### src/rtl/graphics_score_display_pkg.sv
// Shared types and constants for the score readout layer: FSM states, default colours and the 8x8 digit font.
// Font rows run top to bottom in bytes 7..0; bit 63 is the top-left pixel.
package graphics_score_display_pkg;

  typedef enum logic [1:0] {
    IDLE = 2'd0,
    CONV = 2'd1,
    DONE = 2'd2
  } score_fsm_t;

  localparam logic [7:0] COLOR_FG = 8'hFF;
  localparam logic [7:0] COLOR_BG = 8'h00;

  localparam logic [63:0] DIGIT_FONT [0:9] = '{
    64'h3C666E7666663C00,  // 0
    64'h1838181818187E00,  // 1
    64'h3C66060C30607E00,  // 2
    64'h3C66061C06663C00,  // 3
    64'h0C1C3C6C7E0C0C00,  // 4
    64'h7E607C0606663C00,  // 5
    64'h3C66607C66663C00,  // 6
    64'h7E060C1818181800,  // 7
    64'h3C66663C66663C00,  // 8
    64'h3C66663E06663C00   // 9
  };

  // Non-decimal codes never reach the renderer, but they draw nothing rather than indexing past the font.
  function automatic logic glyph_pixel(input logic [3:0] digit, input logic [2:0] row, input logic [2:0] col);
    logic [63:0] word;
    word = (digit <= 4'd9) ? DIGIT_FONT[digit] : 64'd0;
    return word[6'd63 - {row, col}];
  endfunction

endpackage

### src/rtl/graphics_score_display_if.sv
// Pixel-pipeline and score-sampling signals of the score readout, with driver (master) and readout (slave) views.
interface graphics_score_display_if #(
  parameter int SCORE_W = 18
);
  logic [8:0]         xpos;
  logic [8:0]         ypos;
  logic [SCORE_W-1:0] score;
  logic               frame_start;
  logic               blank_lz;
  logic [7:0]         color;
  logic               busy;

  modport master (output xpos, ypos, score, frame_start, blank_lz, input color, busy);
  modport slave  (input xpos, ypos, score, frame_start, blank_lz, output color, busy);
endinterface

### src/rtl/graphics_score_display_bin2bcd.sv
// Sequential binary-to-BCD converter (shift-add-3), one input bit per cycle; done pulses for the single cycle
// in which bcd holds the finished result.
module bin2bcd_seq
  import graphics_score_display_pkg::*;
#(
  parameter int W      = 18,
  parameter int DIGITS = (W + 2) / 3
) (
  input  logic                  clk,
  input  logic                  rst_n,
  input  logic                  start,
  input  logic [W-1:0]          bin,
  output logic                  busy,
  output logic                  done,
  output logic [4*DIGITS-1:0]   bcd
);

  localparam int              CNT_W    = (W > 1) ? $clog2(W) : 1;
  localparam logic [CNT_W-1:0] CNT_LAST = CNT_W'(W - 1);

  score_fsm_t          state, state_next;
  logic [W-1:0]        shift_q;
  logic [4*DIGITS-1:0] acc_q;
  logic [4*DIGITS-1:0] acc_adj;
  logic [CNT_W-1:0]    cnt_q;
  logic                load;
  logic                step;

  // NOTE: flops use non-blocking (<=) so every register samples pre-edge values regardless of block order.
  always_ff @(posedge clk or negedge rst_n) begin
    if (!rst_n) state <= IDLE;
    else        state <= state_next;
  end

  // NOTE: every output of a combinational block is defaulted first, so no path can leave it unassigned (no latch).
  always_comb begin
    state_next = state;
    busy       = 1'b0;
    done       = 1'b0;
    load       = 1'b0;
    step       = 1'b0;
    unique case (state)
      IDLE: begin
        if (start) begin
          load       = 1'b1;
          state_next = CONV;
        end
      end
      CONV: begin
        busy = 1'b1;
        step = 1'b1;
        if (cnt_q == CNT_LAST) state_next = DONE;
      end
      DONE: begin
        busy       = 1'b1;
        done       = 1'b1;
        state_next = IDLE;
      end
      default: state_next = IDLE;
    endcase
  end

  always_comb begin
    acc_adj = acc_q;
    for (int d = 0; d < DIGITS; d++) begin
      if (acc_q[4*d +: 4] >= 4'd5) acc_adj[4*d +: 4] = acc_q[4*d +: 4] + 4'd3;
    end
  end

  always_ff @(posedge clk or negedge rst_n) begin
    if (!rst_n) begin
      shift_q <= '0;
      acc_q   <= '0;
      cnt_q   <= '0;
    end else if (load) begin
      shift_q <= bin;
      acc_q   <= '0;
      cnt_q   <= '0;
    end else if (step) begin
      {acc_q, shift_q} <= {acc_adj, shift_q} << 1;
      cnt_q            <= cnt_q + 1'b1;
    end
  end

  assign bcd = acc_q;

endmodule

### src/rtl/graphics_score_display.sv
// Score readout layer: samples the score each frame, holds the converted BCD tear-free, and draws scaled
// 8x8 glyphs with optional leading-zero blanking through a one-cycle registered pixel path.
module graphics_score_display
  import graphics_score_display_pkg::*;
#(
  parameter int         SCORE_W    = 18,
  parameter int         NUM_DIGITS = 7,
  parameter int         TRAIL_ZERO = 1,
  parameter int         X_OFF      = 8,
  parameter int         Y_OFF      = 8,
  parameter int         SCALE_LOG2 = 0,
  parameter logic [7:0] FG         = COLOR_FG,
  parameter logic [7:0] BG         = COLOR_BG
) (
  input logic                      clk,
  input logic                      rst_n,
  graphics_score_display_if.slave  bus
);

  localparam int CONV_D = NUM_DIGITS - TRAIL_ZERO;
  localparam int ACC_D  = (SCORE_W + 2) / 3;
  localparam int PAD_D  = (CONV_D > ACC_D) ? CONV_D : ACC_D;
  localparam int PAD_W  = 4 * PAD_D;
  localparam int WIN_W  = (8 * NUM_DIGITS) << SCALE_LOG2;
  localparam int WIN_H  = 8 << SCALE_LOG2;

  localparam logic [9:0] X_LO = 10'(X_OFF);
  localparam logic [9:0] X_HI = 10'(X_OFF + WIN_W);
  localparam logic [9:0] Y_LO = 10'(Y_OFF);
  localparam logic [9:0] Y_HI = 10'(Y_OFF + WIN_H);

  logic                conv_done;
  logic [4*ACC_D-1:0]  acc_bcd;
  logic [PAD_W-1:0]    acc_pad;
  logic                saturated;
  logic [4*CONV_D-1:0] disp_bcd;

  bin2bcd_seq #(
    .W      (SCORE_W),
    .DIGITS (ACC_D)
  ) u_bin2bcd (
    .clk   (clk),
    .rst_n (rst_n),
    .start (bus.frame_start),
    .bin   (bus.score),
    .busy  (bus.busy),
    .done  (conv_done),
    .bcd   (acc_bcd)
  );

  // The accumulator may be narrower or wider than the drawn field; padding lets both cases share one path.
  assign acc_pad   = PAD_W'(acc_bcd);
  assign saturated = |(acc_pad >> (4 * CONV_D));

  always_ff @(posedge clk or negedge rst_n) begin
    if (!rst_n)         disp_bcd <= '0;
    else if (conv_done) disp_bcd <= saturated ? {CONV_D{4'h9}} : acc_pad[4*CONV_D-1:0];
  end

  logic [9:0] x10, y10, dx;
  logic       in_win;
  logic [6:0] slot;
  logic [2:0] col, row;
  logic [3:0] glyph_digit;
  logic       blank_slot;
  logic       zeros_left;
  logic       lit;

  assign x10    = {1'b0, bus.xpos};
  assign y10    = {1'b0, bus.ypos};
  assign in_win = (x10 >= X_LO) && (x10 < X_HI) && (y10 >= Y_LO) && (y10 < Y_HI);
  assign dx     = (x10 - X_LO) >> SCALE_LOG2;
  assign slot   = 7'(dx >> 3);
  assign col    = dx[2:0];
  assign row    = 3'((y10 - Y_LO) >> SCALE_LOG2);

  // Slots are scanned MSD first; zeros_left stays set while every digit up to the current slot is zero.
  // Slots past the converted field fall through to the default digit 0 (the fixed trailing zero).
  always_comb begin
    glyph_digit = 4'd0;
    blank_slot  = 1'b0;
    zeros_left  = 1'b1;
    for (int s = 0; s < CONV_D; s++) begin
      zeros_left = zeros_left && (disp_bcd[4*(CONV_D-1-s) +: 4] == 4'd0);
      if (slot == 7'(s)) begin
        glyph_digit = disp_bcd[4*(CONV_D-1-s) +: 4];
        blank_slot  = bus.blank_lz && zeros_left && (s != CONV_D - 1);
      end
    end
  end

  assign lit = glyph_pixel(glyph_digit, row, col);

  always_ff @(posedge clk or negedge rst_n) begin
    if (!rst_n) bus.color <= BG;
    else        bus.color <= (in_win && !blank_slot && lit) ? FG : BG;
  end

endmodule

### src/flat_wrapper.sv
// flat-port wrapper written by rule: the top's interface ports become plain ports
module graphics_score_display_flat import graphics_score_display_pkg::*;
#(
  parameter int         SCORE_W    = 18,
  parameter int         NUM_DIGITS = 7,
  parameter int         TRAIL_ZERO = 1,
  parameter int         X_OFF      = 8,
  parameter int         Y_OFF      = 8,
  parameter int         SCALE_LOG2 = 0,
  parameter logic [7:0] FG         = COLOR_FG,
  parameter logic [7:0] BG         = COLOR_BG
)
  (clk, rst_n, bus_xpos, bus_ypos, bus_score, bus_frame_start, bus_blank_lz, bus_color, bus_busy);
  graphics_score_display_if #(.SCORE_W(SCORE_W)) bus_i ();
  input logic clk;
  input logic rst_n;
  input wire logic [$bits(bus_i.xpos)-1:0] bus_xpos;
  input wire logic [$bits(bus_i.ypos)-1:0] bus_ypos;
  input wire logic [$bits(bus_i.score)-1:0] bus_score;
  input wire logic [$bits(bus_i.frame_start)-1:0] bus_frame_start;
  input wire logic [$bits(bus_i.blank_lz)-1:0] bus_blank_lz;
  output wire logic [$bits(bus_i.color)-1:0] bus_color;
  output wire logic [$bits(bus_i.busy)-1:0] bus_busy;
  assign bus_i.xpos = bus_xpos;
  assign bus_i.ypos = bus_ypos;
  assign bus_i.score = bus_score;
  assign bus_i.frame_start = bus_frame_start;
  assign bus_i.blank_lz = bus_blank_lz;
  assign bus_color = bus_i.color;
  assign bus_busy = bus_i.busy;
  graphics_score_display #(.SCORE_W(SCORE_W), .NUM_DIGITS(NUM_DIGITS), .TRAIL_ZERO(TRAIL_ZERO), .X_OFF(X_OFF), .Y_OFF(Y_OFF), .SCALE_LOG2(SCALE_LOG2), .FG(FG), .BG(BG)) u_core (.clk(clk), .rst_n(rst_n), .bus(bus_i));
endmodule
### config.mk
export PLATFORM = sky130hd
export DESIGN_NAME = graphics_score_display_flat
export DESIGN_NICKNAME = d
export VERILOG_FILES = /design/src/rtl/graphics_score_display_pkg.sv /design/src/rtl/graphics_score_display_if.sv /design/src/rtl/graphics_score_display_bin2bcd.sv /design/src/rtl/graphics_score_display.sv /design/src/flat_wrapper.sv
export SDC_FILE = /design/constraint.sdc
export NUM_CORES = 1
export LEC_CHECK = 0
export ABC_AREA = 0
export CAP_MARGIN = 20
export CORE_ASPECT_RATIO = 1.4
export CORE_UTILIZATION = 52
export DETAILED_ROUTE_END_ITERATION = 6
export PLACE_DENSITY = 0.78
export SYNTH_ARGS = -nofsm -noshare
export SYNTH_HDL_FRONTEND = slang
export SYNTH_SLANG_ARGS = --single-unit
### constraint.sdc
create_clock -name clk -period 2.7 [get_ports clk]
set_input_delay 0.54 -clock clk [delete_from_list [all_inputs] [get_ports clk]]
set_output_delay 0.54 -clock clk [all_outputs]
set_load 0.03 [all_outputs]
# Word level (Yosys, flattened, before mapping)
# Memory sizes are Yosys's and may differ from the RTL's.
# Cells that the tools add are included.
# classes
n_addsub,10
bitwise_logic,1
n_eq_ne,10
n_mux,38
order_cmp,13
n_reduce_logical,25
# op_table
cell,count
64-bit two-way mux,3
24-bit two-way mux,2
4-bit two-way mux,11
18-bit two-way mux,2
4-bit by 3-bit greater-or-equal comparator with 1-bit output (second input constant),6
4-bit by 2-bit adder with 4-bit output (second input constant),5
4-bit zero test,5
9-bit by 4-bit greater-or-equal comparator with 1-bit output (second input constant),2
7-bit by 2-bit equality test with 1-bit output (second input constant),2
7-bit by 3-bit equality test with 1-bit output (second input constant),2
1-bit logical AND,14
1-bit two-way mux,12
5-bit two-way mux,2
9-bit by 4-bit subtractor with 10-bit output (second input constant),1
9-bit by 5-bit < comparator with 1-bit output (second input constant),1
9-bit by 7-bit < comparator with 1-bit output (second input constant),1
8-bit two-way mux,1
7-bit by 1-bit equality test with 1-bit output (second input constant),1
7-bit zero test,1
6-bit by 7-bit < comparator with 1-bit output (second input constant),1
1-bit binary-select mux with 6-bit select,1
6-bit subtractor (first input constant),1
5-bit by 1-bit adder with 5-bit output (second input constant),1
5-bit equality test (second input constant),1
16 further kinds,18
# word_totals
n_memories,1
word_cells,104
ff_bits,81
romBits,1024
inputBits,40
# mem_list
memory,depth,word_bits,rd,rd_clocked_by_memory_dff,wr,line_no,text
(no name shown),16,64,1,0,0,graphics_score_display_pkg.sv:30,word = (digit <= 4'd9) ? DIGIT_FONT[digit] : 64'd0;

# Longest topological paths before layout
# logic_depth
word_depth,17
depth_mapped,14

# Hierarchy
# From an unflattened synthesis, not the netlist that was laid out.
# hier_totals
hier_cells,556
hier_area_um2,5041.1
# modules_own_cells
mod,area_per_inst_um2,n_inst,cells_each
bin2bcd_seq,2803.9,1,311
graphics_score_display,2237.1,1,245

# Worst setup path before layout
# OpenSTA, ideal clock, no wires.
# synth_timing
path_kind,input-to-reg
from,in bus_xpos[4]
to,reg u_core.bus.color[6]
required_ps,2562
arrival_time_ps,3158
setup_slack_ps,-596
cell_stages,13
setup_ps,138
path_cell_list,buf_2 buf_2 and4b_1 a31oi_1 a21oi_1 inv_1 ha_1 nor3_1 nor2_1 o21ai_0 a31oi_1 o311ai_0 a211oi_2
# synth_via
elab_chain_cells,17
word_cells_on_any_way,36
cone_classes,add/sub (1); order compare (3); eq/ne (5); mux (18); bitwise (1); reduce/logical (7); memory (1)
# synth_rtl
element,line_no,text
from (decl),flat_wrapper.sv:17,input wire logic [$bits(bus_i.xpos)-1:0] bus_xpos;
9-bit by 4-bit subtractor with 10-bit output,graphics_score_display.sv:72,assign dx = (x10 - X_LO) >> SCALE_LOG2;
7-bit zero test,graphics_score_display.sv:85,if (slot == 7'(s)) begin
4-bit two-way mux (6 in a row),graphics_score_display.sv:85,
4-bit NOT with 5-bit output (implied by the code),graphics_score_display_pkg.sv:30,
memory read 16 x 64 bit,n/a,
64-bit two-way mux (implied by the code) (2 in a row),graphics_score_display_pkg.sv:30,
64-bit two-way mux,graphics_score_display_pkg.sv:30,
1-bit binary-select mux with 6-bit select,graphics_score_display_pkg.sv:31,"return word[6'd63 - {row, col}];"
1-bit two-way mux (implied by the code),graphics_score_display_pkg.sv:31,
1-bit logical AND (*),graphics_score_display.sv:96,else bus.color <= (in_win && !blank_slot && lit) ? FG : BG;
8-bit two-way mux (*),graphics_score_display.sv:96,
to (signal assigned),graphics_score_display.sv:96,
to (decl),graphics_score_display_if.sv:14,"modport slave (input xpos, ypos, score, frame_start, blank_lz, output color, busy);"
# Every way passes the cells marked *; elsewhere a longest branch is shown, timed or not. The select of a mux whose other input is x is not followed.
# A chain may end at the register's enable or synchronous reset.

# Worst setup path in the final report
# layout_timing
from,in bus_xpos[8]
to,reg u_core.bus.color[6]
# Same word-level chain as after synthesis.

==> summary.md <==
| Metric | Value |
|---|---|
| CTS Buffer Depth | 2 |
| Syn_area_per_cell | about 9.2 um^2 |
| Antenna violations before repair | 0 |
| Multi-input logic area | just under 3000 um^2 |
| # DRC | 0 |
| Root buf cell | clkbuf_16 |
| Unrepaired setup endpoints after global routing | true |
| Worst R2R Start | u_core.disp_bcd[20] |
| Slew HR | 53.4% |
| DR top layer | met4 |
| Crit Path Class | input pin to flop |
| CP Cell Sequence | clkdlybuf4s50_1, or3_4, a21oi_4, inv_2, ha_4, buf_4, o211a_1, o31ai_1, o221ai_1, o311ai_1, buf_4, a211oi_2 |
| Power Density | approximately 600 nW/um^2 |
| Critical path's most frequent cell | buf_4 |
| Crit path arrival time | ~3 ns |
| Critical path origin | bus_xpos[8] |
| N_diodes | 0 |
| Initial DRC Count | slightly below 200 |
| Metal-1 WL | 4810 um |
| Final Hold Viols | 0 |
| Largest net degree at the start of global routing | 50 |
| CP required | 2.89 ns |
| Setup tns final | -0.0861 ns |
| Reg2reg path depth | 12 |
| Layout Cells excl Fill | ~730 |
| Min-Delay Path Class | input pin to async pin |
| Crit share post-route | 103% |
| Layout cells sized above 1 | between 20% and 30% |
| Vias | between 4000 and 5000 |
| Clock power share | about 29% |
| Setup crit start kind | input pin |
| Post-Layout Inst Area | 6350 um^2 |
| Drt via density | ~6.0 |
| Max-cap violations | 0 |
| #FFs+latches synth | 74 |
| Reg power frac | around two fifths |
| Overflow after GRT | 0 |
| Failing checks | negative setup slack |
| Clock slew at the register clock pins of the worst setup and hold paths | 0.06 ns |
| Worst setup endpoint | u_core.bus.color[6] |
| Slowest cell on crit path | or3_4 |
| I/O pin count | between 40 and 50 |
| Sw Pwr | 1300 uW |
| Final Max Tran Viols | 0 |
| Final wirelength | approximately 14000 um |
| Final nets | around 700 |
| Max FO, Critical Path | 7 |
| Area leader, netlist | dfrtp_1 |
| Fill count | 682 |
| Clk sinks | 74 |
| Synth area leaders | dfrtp_1 (38%), mux2i_1 (6.6%), mux2_2 (5.8%) |
| TritonRoute pass-1 iters | 5 |
| GRT Overall Usage | between 20% and 30% |
| Initial core utilization | a little over half |
| Routed wire per std cell | 18.7 um |
| Worst R2R Setup Slack | -0.08 ns |
| Die area | just under 10000 um^2 |
| ANT nets after route | 0 |
| Static leakage | 0.00283 uW |
| Die Ht | 116 um |
| Sequential area share after synthesis | a little under two fifths |
| Syn Inst Count | about 530 |
| Port bufs | 48 |
| Metal3 WL | 477 um |
| Pre-CTS setup slack | -0.887 ns |
| HPWL after DPL | a little under 10000 um |
| Gp weighted congestion | 0.960 |
| Skew-Pair Late Insertion Delay | 0.33 ns |
| Comb pwr share | around 32% |
| Top cell type's share of synthesized area | about two fifths |
| P&R area growth vs syn | 31.5% |
| P_int | 2540 uW |
| Peak VDD IR | 1.04 mV |
| Async SR Flop Fraction | between 90% and 100% |
| Cell area after placement | just under 6000 um^2 |
| Syn_nets | 588 |
| Number of global-route vias before repair | about 4500 |
| Cell total after placement | between 700 and 800 |
| Post-Syn Area | a little under 5000 um^2 |
| Flip-flop and latch area | 1850 um^2 |
| TritonCTS clock tree | yes |
| Crit path capture type | flop |
| Post-synth cell types | 62 |
| Die X | 83.5 um |
| Hold WS | ~0.24 ns |
| # setup viols final | 1 |
| Worst setup margin | -0.0861 ns |
| Post-synth EDFFs | 0 |
| Yosys warns | 0 |
| Row count | 41 |
| R2r endpoint | u_core.bus.color[6] |
| Ys flop type | dfrtp_1 |
| Total CTS buffers | 9 |
| Min Tclk post-route | 2.79 ns |
| Fmax | about 360 MHz |
| Met2 wire len | between 7000 and 8000 um |
| CTS Hold Bufs | 0 |
| Status | complete, but fails checks |
| Layout Skew | approximately 0.0046 ns |
| Core ar. | about 9000 um^2 |
| Worst-margin pin slew | 0.699 ns |
| CP max stage delay | around 0.46 ns |
| H-tree levels | 3 |
| First-pass GRT wire length | around 22000 um |
| Switching Share | 33.8% |
[layout by cell type, fill, tap and decap left out, types with 3 or more instances in the layout]
cell              n
mux2_4            3
dfrtp_1          74
nand2b_1         12
o311ai_1          3
nor2_1           38
clkdlybuf4s50_1  44
nor2b_1           5
xor2_1            9
buf_6             4
o211ai_1          5
o21ai_0          43
nor3_1           11
ha_1             17
clkbuf_16         9
inv_1            20
nand3_1           9
buf_4            67
nor4_1            8
xnor2_1           8
and3_1            3
a31oi_1           7
a21oi_1          32
o31ai_1           3
mux2_2           25
nand2_1          47
mux2i_1          32
nand4_1           3
[metal layers]
metal	vias up	global-route usage [%]
met5	-	0
met4	0	20.9
met3	63	4.77
met2	148	57.4
met1	2113	29.3
li1	2072	-
[power by group through the flow]
stage / combinational, uW / sequential [uW] / clock (uW)
4_1_cts: 1230 / 1490 / 1130
3_5_place_dp: 1200 / 1500 / 0
6_report: 1240 / 1490 / 1110
5_1_grt: 1370 / 1510 / 1190
3_3_place_gp: 1150 / 1490 / 0
2_1_floorplan: 869 / 1450 / 0
[critical path: cells and delay by family]
family,cells,cell delay (ns)
and+or+nand+nor,1,0.46
adders and majority gates,1,0.15
buffers and inverters,4,0.79
AOI/OAI and AO/OA,6,1.04
[state kept, by name, indices dropped and copies added (netlist names)]
signal                    count
u_core.u_bin2bcd.shift_q     18
u_core.bus.color              1
u_core.u_bin2bcd.cnt_q        5
u_core.u_bin2bcd.bcd         24
u_core.u_bin2bcd.state        2
u_core.disp_bcd              24
[repair_timing]
action                                  in CTS  in global routing
cloned                                       0                  1
pin swaps                                   10                 14
endpoints found under the setup margin       1                  1
buffers inserted                             5                  3
gates resized for setup                     26                 17
[synth_stat cells (all sizes together) (3+ instances only)]
master,count
nand3,9
nor2b,7
xor2,9
nor2,39
o31ai,3
mux2i,32
ha,21
or3,3
nor4,9
inv,22
o311ai,4
a211oi,4
a31oi,8
nand2b,14
and3,4
clkbuf,27
o41ai,3
o21ai,46
nand4,3
buf,14
dfrtp,74
xnor2,8
o211ai,5
mux2,28
nor3,12
a21oi,34
nand2,48
[logic make-up after synthesis]
| family | Yosys count | synth area share [%] |
|---|---|---|
| XOR/XNOR | 17 | 3.08 |
| AND/OR/NAND/NOR | 160 | 16.3 |
| buffers and inverters | 63 | 5.60 |
| adder cells (fa/ha/maj) | 21 | 5.44 |
| multiplexers | 62 | 14.1 |
| AO/OA/AOI/OAI | 130 | 17.1 |
| flip-flops | 74 | 38.3 |
[worst min-delay path by stage]
| stage | cells after the start | to |
|---|---|---|
| floorplan | 0 | u_core.bus.color[6] |
| global placement | 1 | u_core.u_bin2bcd.state[1] |
| detailed placement | 2 | u_core.u_bin2bcd.bcd[0] |
| CTS | 1 | u_core.u_bin2bcd.bcd[22] |
| global route | 1 | u_core.u_bin2bcd.cnt_q[4] |
| finish | 1 | u_core.u_bin2bcd.bcd[15] |
[cell type report]
class                   count  area share, %
clock buffers              12           4.04
flip-flops and latches     74           29.2
multi-input cells         391           46.3
clock inverters             4          0.414
inverters                  22           1.34
repair buffers            121           16.6
well taps                 107           2.11
[stage by stage]
stage                     power [uW]  util (%)
after CTS                       3850      69.2
after global placement          2640      64.9
final                           3840      70.3
after detailed placement        2700      64.9
after global routing            4080      70.3
after floorplan                 2320         -
(Power assumes the default switching activity.)
